[config.mk]
export PLATFORM = sky130hd
export DESIGN_NAME = sdram_port_arbiter
export DESIGN_NICKNAME = d
export VERILOG_FILES = /design/src/rtl/sdram_port_arbiter.sv
export SDC_FILE = /design/constraint.sdc
export NUM_CORES = 1
export LEC_CHECK = 0
export ABC_AREA = 1
export CAP_MARGIN = 20
export CORE_MARGIN = 4
export CORE_UTILIZATION = 48
export DETAILED_ROUTE_END_ITERATION = 8
export PLACE_DENSITY_LB_ADDON = 0.05
export SLEW_MARGIN = 15
export SYNTH_ARGS = -nofsm -noshare
export SYNTH_HDL_FRONTEND = slang
export SYNTH_SLANG_ARGS = --single-unit
[constraint.sdc]
create_clock -name Clk -period 6.9 [get_ports Clk]
set_input_delay 0.69 -clock Clk [delete_from_list [all_inputs] [get_ports Clk]]
set_output_delay 0.69 -clock Clk [all_outputs]
set_load 0.01 [all_outputs]
[src/rtl/sdram_port_arbiter.sv]
// Arbitrates the single Avalon-MM SDRAM master between the display line fetcher
// (burst reads, high priority) and the sprite blitter (single-word accesses).
module sdram_port_arbiter #(
    parameter int MAX_BURST    = 16,
    parameter int STARVE_LIMIT = 4
) (
    input  logic        Clk,
    input  logic        Reset,
    input  logic        disp_req,
    input  logic [24:0] disp_addr,
    input  logic [4:0]  disp_len,
    output logic [31:0] disp_rdata,
    output logic        disp_rvalid,
    output logic        disp_done,
    input  logic        blt_read,
    input  logic        blt_write,
    input  logic [24:0] blt_addr,
    input  logic [31:0] blt_wdata,
    output logic [31:0] blt_rdata,
    output logic        blt_ack,
    output logic [24:0] sdram_address,
    output logic        sdram_read_n,
    output logic        sdram_write_n,
    output logic [3:0]  sdram_byteen_n,
    output logic [31:0] sdram_writedata,
    input  logic [31:0] sdram_readdata,
    input  logic        sdram_rvalid,
    input  logic        sdram_wait
);

    localparam int SW = $clog2(STARVE_LIMIT + 1);

    typedef enum logic [2:0] {
        IDLE, D_ISSUE, D_DRAIN, B_READ, B_RWAIT, B_WRITE, D_DONE
    } state_t;

    state_t        state;
    logic [24:0]   base;
    logic [4:0]    len;
    logic [4:0]    issued;
    logic [4:0]    returned;
    logic [SW-1:0] starve;
    logic          blt_pend;
    logic [4:0]    clamped_len;
    logic          grant_disp;
    logic          grant_blt;

    // The acknowledged request is still held during the ack cycle; it must not re-win.
    assign blt_pend    = (blt_read | blt_write) & ~blt_ack;
    assign clamped_len = (disp_len > 5'(MAX_BURST)) ? 5'(MAX_BURST) : disp_len;

    always_comb begin
        grant_disp = 1'b0;
        grant_blt  = 1'b0;
        if (state == IDLE) begin
            if (disp_req && blt_pend) begin
                if (starve == SW'(STARVE_LIMIT)) grant_blt = 1'b1;
                else                             grant_disp = 1'b1;
            end else if (disp_req) begin
                grant_disp = 1'b1;
            end else if (blt_pend) begin
                grant_blt = 1'b1;
            end
        end
    end

    always_ff @(posedge Clk or posedge Reset) begin
        if (Reset) begin
            state           <= IDLE;
            base            <= '0;
            len             <= '0;
            issued          <= '0;
            returned        <= '0;
            starve          <= '0;
            sdram_address   <= '0;
            sdram_read_n    <= 1'b1;
            sdram_write_n   <= 1'b1;
            sdram_byteen_n  <= '1;
            sdram_writedata <= '0;
            disp_rdata      <= '0;
            disp_rvalid     <= 1'b0;
            disp_done       <= 1'b0;
            blt_rdata       <= '0;
            blt_ack         <= 1'b0;
        end else begin
            disp_rvalid <= 1'b0;
            disp_done   <= 1'b0;
            blt_ack     <= 1'b0;
            unique case (state)
                IDLE: begin
                    if (grant_disp) begin
                        base     <= disp_addr;
                        len      <= clamped_len;
                        issued   <= '0;
                        returned <= '0;
                        if (blt_pend) starve <= starve + SW'(1);
                        if (clamped_len == '0) begin
                            disp_done <= 1'b1;
                            state     <= D_DONE;
                        end else begin
                            sdram_address  <= disp_addr;
                            sdram_read_n   <= 1'b0;
                            sdram_byteen_n <= '0;
                            state          <= D_ISSUE;
                        end
                    end else if (grant_blt) begin
                        starve         <= '0;
                        sdram_address  <= blt_addr;
                        sdram_byteen_n <= '0;
                        if (blt_read) begin
                            sdram_read_n <= 1'b0;
                            state        <= B_READ;
                        end else begin
                            sdram_write_n   <= 1'b0;
                            sdram_writedata <= blt_wdata;
                            state           <= B_WRITE;
                        end
                    end
                end
                D_ISSUE: begin
                    // Address advances only once the current word is accepted.
                    if (!sdram_wait) begin
                        issued <= issued + 5'd1;
                        if (issued + 5'd1 == len) begin
                            sdram_read_n   <= 1'b1;
                            sdram_byteen_n <= '1;
                            state          <= D_DRAIN;
                        end else begin
                            sdram_address <= base + 25'(issued) + 25'd1;
                        end
                    end
                end
                D_DRAIN: begin
                    if (returned == len) begin
                        disp_done <= 1'b1;
                        state     <= D_DONE;
                    end
                end
                D_DONE: state <= IDLE;
                B_READ: begin
                    if (!sdram_wait) begin
                        sdram_read_n   <= 1'b1;
                        sdram_byteen_n <= '1;
                        state          <= B_RWAIT;
                    end
                end
                B_RWAIT: begin
                    if (sdram_rvalid) begin
                        blt_rdata <= sdram_readdata;
                        blt_ack   <= 1'b1;
                        state     <= IDLE;
                    end
                end
                B_WRITE: begin
                    if (!sdram_wait) begin
                        sdram_write_n  <= 1'b1;
                        sdram_byteen_n <= '1;
                        blt_ack        <= 1'b1;
                        state          <= IDLE;
                    end
                end
                default: state <= IDLE;
            endcase

            // Display returns can overlap issue, so they are collected in both states.
            if ((state == D_ISSUE || state == D_DRAIN) && sdram_rvalid && returned < len) begin
                disp_rdata  <= sdram_readdata;
                disp_rvalid <= 1'b1;
                returned    <= returned + 5'd1;
            end
        end
    end

endmodule

==> metrics.txt <==
Crit Reg-Reg Startpoint starve[0]$_DFFE_PP0P_; initial core utilization a little under 50%; worst endpoint required time roughly 7.3 ns; ys async rst share 100.0%; CP max stage delay a little under 0.7 ns; Reg power frac 34.6%; post-CTS resize count 0; input/output buffers approximately 260; layout cell share with drive strength beyond 1 5.778%; GR Util All Layers about a quarter; Seq/Total Area, Yosys about half; Placeable Area around 17,000 um2; Netlist cell types 37; first-pass GRT wire length 39.25 mm; Avg Vias per Cell 4.963; hold_buf cts 0; worst hold margin between 0.4 and 0.5 ns; combinational share of power around 47%; final period utilization between 40 and 50%; DRT iter0 DRCs ~350; Post-synth top flop dfrtp_1; Clock Latency Late Sink about 0.43 ns; Clk pin slew, worst setup/hold paths roughly 0.070 ns; Pre-antenna DRT Iters 5; Final Hold Viols 0; DIE HEIGHT 142.0 um; slew margin rel. a little over two fifths; Mapped Nets around 1.2k; most common cell after layout, fill and taps aside nand2_1; Total Nets Final between 1k and 1.5k; peak supply drop around 0.30 mV; Synth Register Bits 173; Fin Setup TNS 0 ns; EDFF count, synth 0; Remaining DRCs 0; CTS tree done; R2R cell count 8; Worst Path Max Fanout 40; H-tree levels 4; Die Wd 142.0 um; most frequent cells in the layout nand2_1 (439), clkdlybuf4s50_1 (255), dfrtp_1 (170); initial antenna violation count 1; Leakage between 5 and 6 nW; post-route clock skew 0.01328 ns; Net Sw Frac about two fifths; syn_area_per_cell roughly 8 um2; endpoints failing setup 0; hold path depth 2; Internal roughly 3.1 mW; die area ~20,000 um2; Ports 256; clock root cell clkbuf_16; Worst Max-Slew Pin Slew around 0.86 ns; vias in the first global route about 7.9k; status completed; final worst path period need roughly 3.3 ns; routed wire length per instance approximately 15 um; Pwr Density between 400 and 500 nW/um2; YS warnings 0; gpl congestion just over 0.9; worst-path cell chain clkdlybuf4s50_1, nor2_1, nor2_1, nand3_1, nand2_4, nand3_2, inv_2, nand2_1, nand2_1; Syn-to-layout area delta 36.96%; RSZ-0062 raised after global routing no; Sw Pwr around 2.1 mW; Synth Instances around 1.1k; mapped cell area 8623 um2; GRT overflow 0; row cnt 48; drt total wl ~24 mm; maximum clock path buffer count 2; Num CTS Buffers 17; final slew viol count 0; CTS sink cnt about 170; Critical Path End Type register; WHS Endpoint sdram_write_n$_DFFE_PP1P_; largest net degree at the start of global routing 98; Slowest cell on crit path nand3_2; CP startpoint kind primary input; Max Cap Viol 0; FF-to-FF End sdram_writedata[31]$_DFFE_PP0P_; Clock power frac between 10% and 20%; classification of the worst setup path in2reg; r2r setup slk between 4 and 5 ns; hold_sp sdram_write_n$_DFFE_PP1P_; post-detailed-route count of antenna-violating nets 0; min-delay worst type reg2reg; detailed placement HPWL ~17 mm; vias about 8k; Post-CTS Setup Bufs 0; data arrival time of the worst path roughly 3.6 ns; Fmax approximately 0.3 GHz
==> worst max-delay path, delay by kind of cell <==
family,cells,cell delay [ns]
buf+inv,2,1.22
simple gates,7,1.70
==> power groups by stage <==
stage	logic (mW)	clock network (mW)	registers (mW)
final	2.44	0.972	1.81
after global routing	2.74	1.03	1.87
after CTS	2.47	0.984	1.80
after detailed placement	2.46	0	1.81
after global placement	2.41	0	1.81
after floorplan	1.27	0	1.91
==> routing by layer <==
metal | global-route usage, % | wire length, um
met5 | 0 | 0
met4 | 7.576 | 572
met3 | 10.25 | 2345
met2 | 40.07 | 11610
met1 | 28.88 | 9726
==> final cells by class <==
class | count | area, um2
clock buffer | 17 | 425.4
inverter | 116 | 445.4
clock inverter | 14 | 157.7
tap | 225 | 281.5
multi-input combinational | 771 | 3570
timing repair buffer | 259 | 2595
antenna | 1 | 2.502
sequential | 173 | 4333
fill | 1490 | 5667
==> how the worst max path moves through the flow <==
| stage | depth (start not counted) | to | slack [ns] | startpoint |
|---|---|---|---|---|
| 4_1_cts | 9 | sdram_writedata[31]$_DFFE_PP0P_ | 3.62 | blt_read |
| 3_3_place_gp | 9 | sdram_writedata[15]$_DFFE_PP0P_ | 3.30 | blt_read |
| 3_5_place_dp | 9 | sdram_writedata[31]$_DFFE_PP0P_ | 3.19 | blt_read |
| 5_1_grt | 9 | sdram_writedata[15]$_DFFE_PP0P_ | 3.39 | blt_read |
| 2_1_floorplan | 1 | base[0]$_DFFE_PP0P_ | 1.53 | Reset |
| 6_report | 9 | sdram_writedata[31]$_DFFE_PP0P_ | 3.64 | blt_read |
==> flip-flops by register name, summed over array words and instances (netlist names) <==
register         cells
sdram_address       25
sdram_read_n         1
sdram_write_n        1
disp_done            1
sdram_writedata     32
len                  5
disp_rvalid          1
blt_ack              1
state                3
sdram_byteen_n       1
issued               5
returned             5
blt_rdata           32
base                25
disp_rdata          32
starve               3
==> synthesized netlist by cell type, types with 5 or more instances <==
cell,count,area share (%)
nand2_4,6,0.78
buf_2,14,0.81
o21ai_0,68,3.9
nand2_1,440,19
nor2_2,5,0.36
o21ai_1,21,1.2
a21oi_1,24,1.4
nor2_1,55,2.4
o21bai_1,12,1.0
o22ai_1,7,0.51
ha_1,14,2.0
dfrtp_1,170,49
buf_4,11,0.96
nand4_1,6,0.44
inv_1,108,4.7
nand3_2,11,1.3
inv_2,7,0.30
nand3_1,77,4.5
buf_6,7,0.91
clkbuf_1,11,0.48
==> per-stage QoR <==
step                      power (mW)  worst slack, ns  instance area, um2  util, %  instances
after floorplan                3.181            1.526                8623        -       1104
after global placement         4.214            3.303               11200    64.11       1543
after detailed placement       4.264            3.185               11200    64.11       1543
after CTS                      5.257            3.624               11790    67.45       1574
after global routing           5.635            3.392               11810    67.58       1576
final                          5.220            3.645               11810    67.58       1576
==> logic make-up after synthesis <==
kind of cell / count (synthesis) / synth area share (%)
AND/OR/NAND/NOR: 613 / 29.89
adder cells (fa/ha/maj): 15 / 2.264
XOR/XNOR: 6 / 0.6094
AO/OA/AOI/OAI: 137 / 8.546
flip-flops: 173 / 50.25
buffers and inverters: 160 / 8.445
Note: power is estimated with default switching activity, not from simulation.
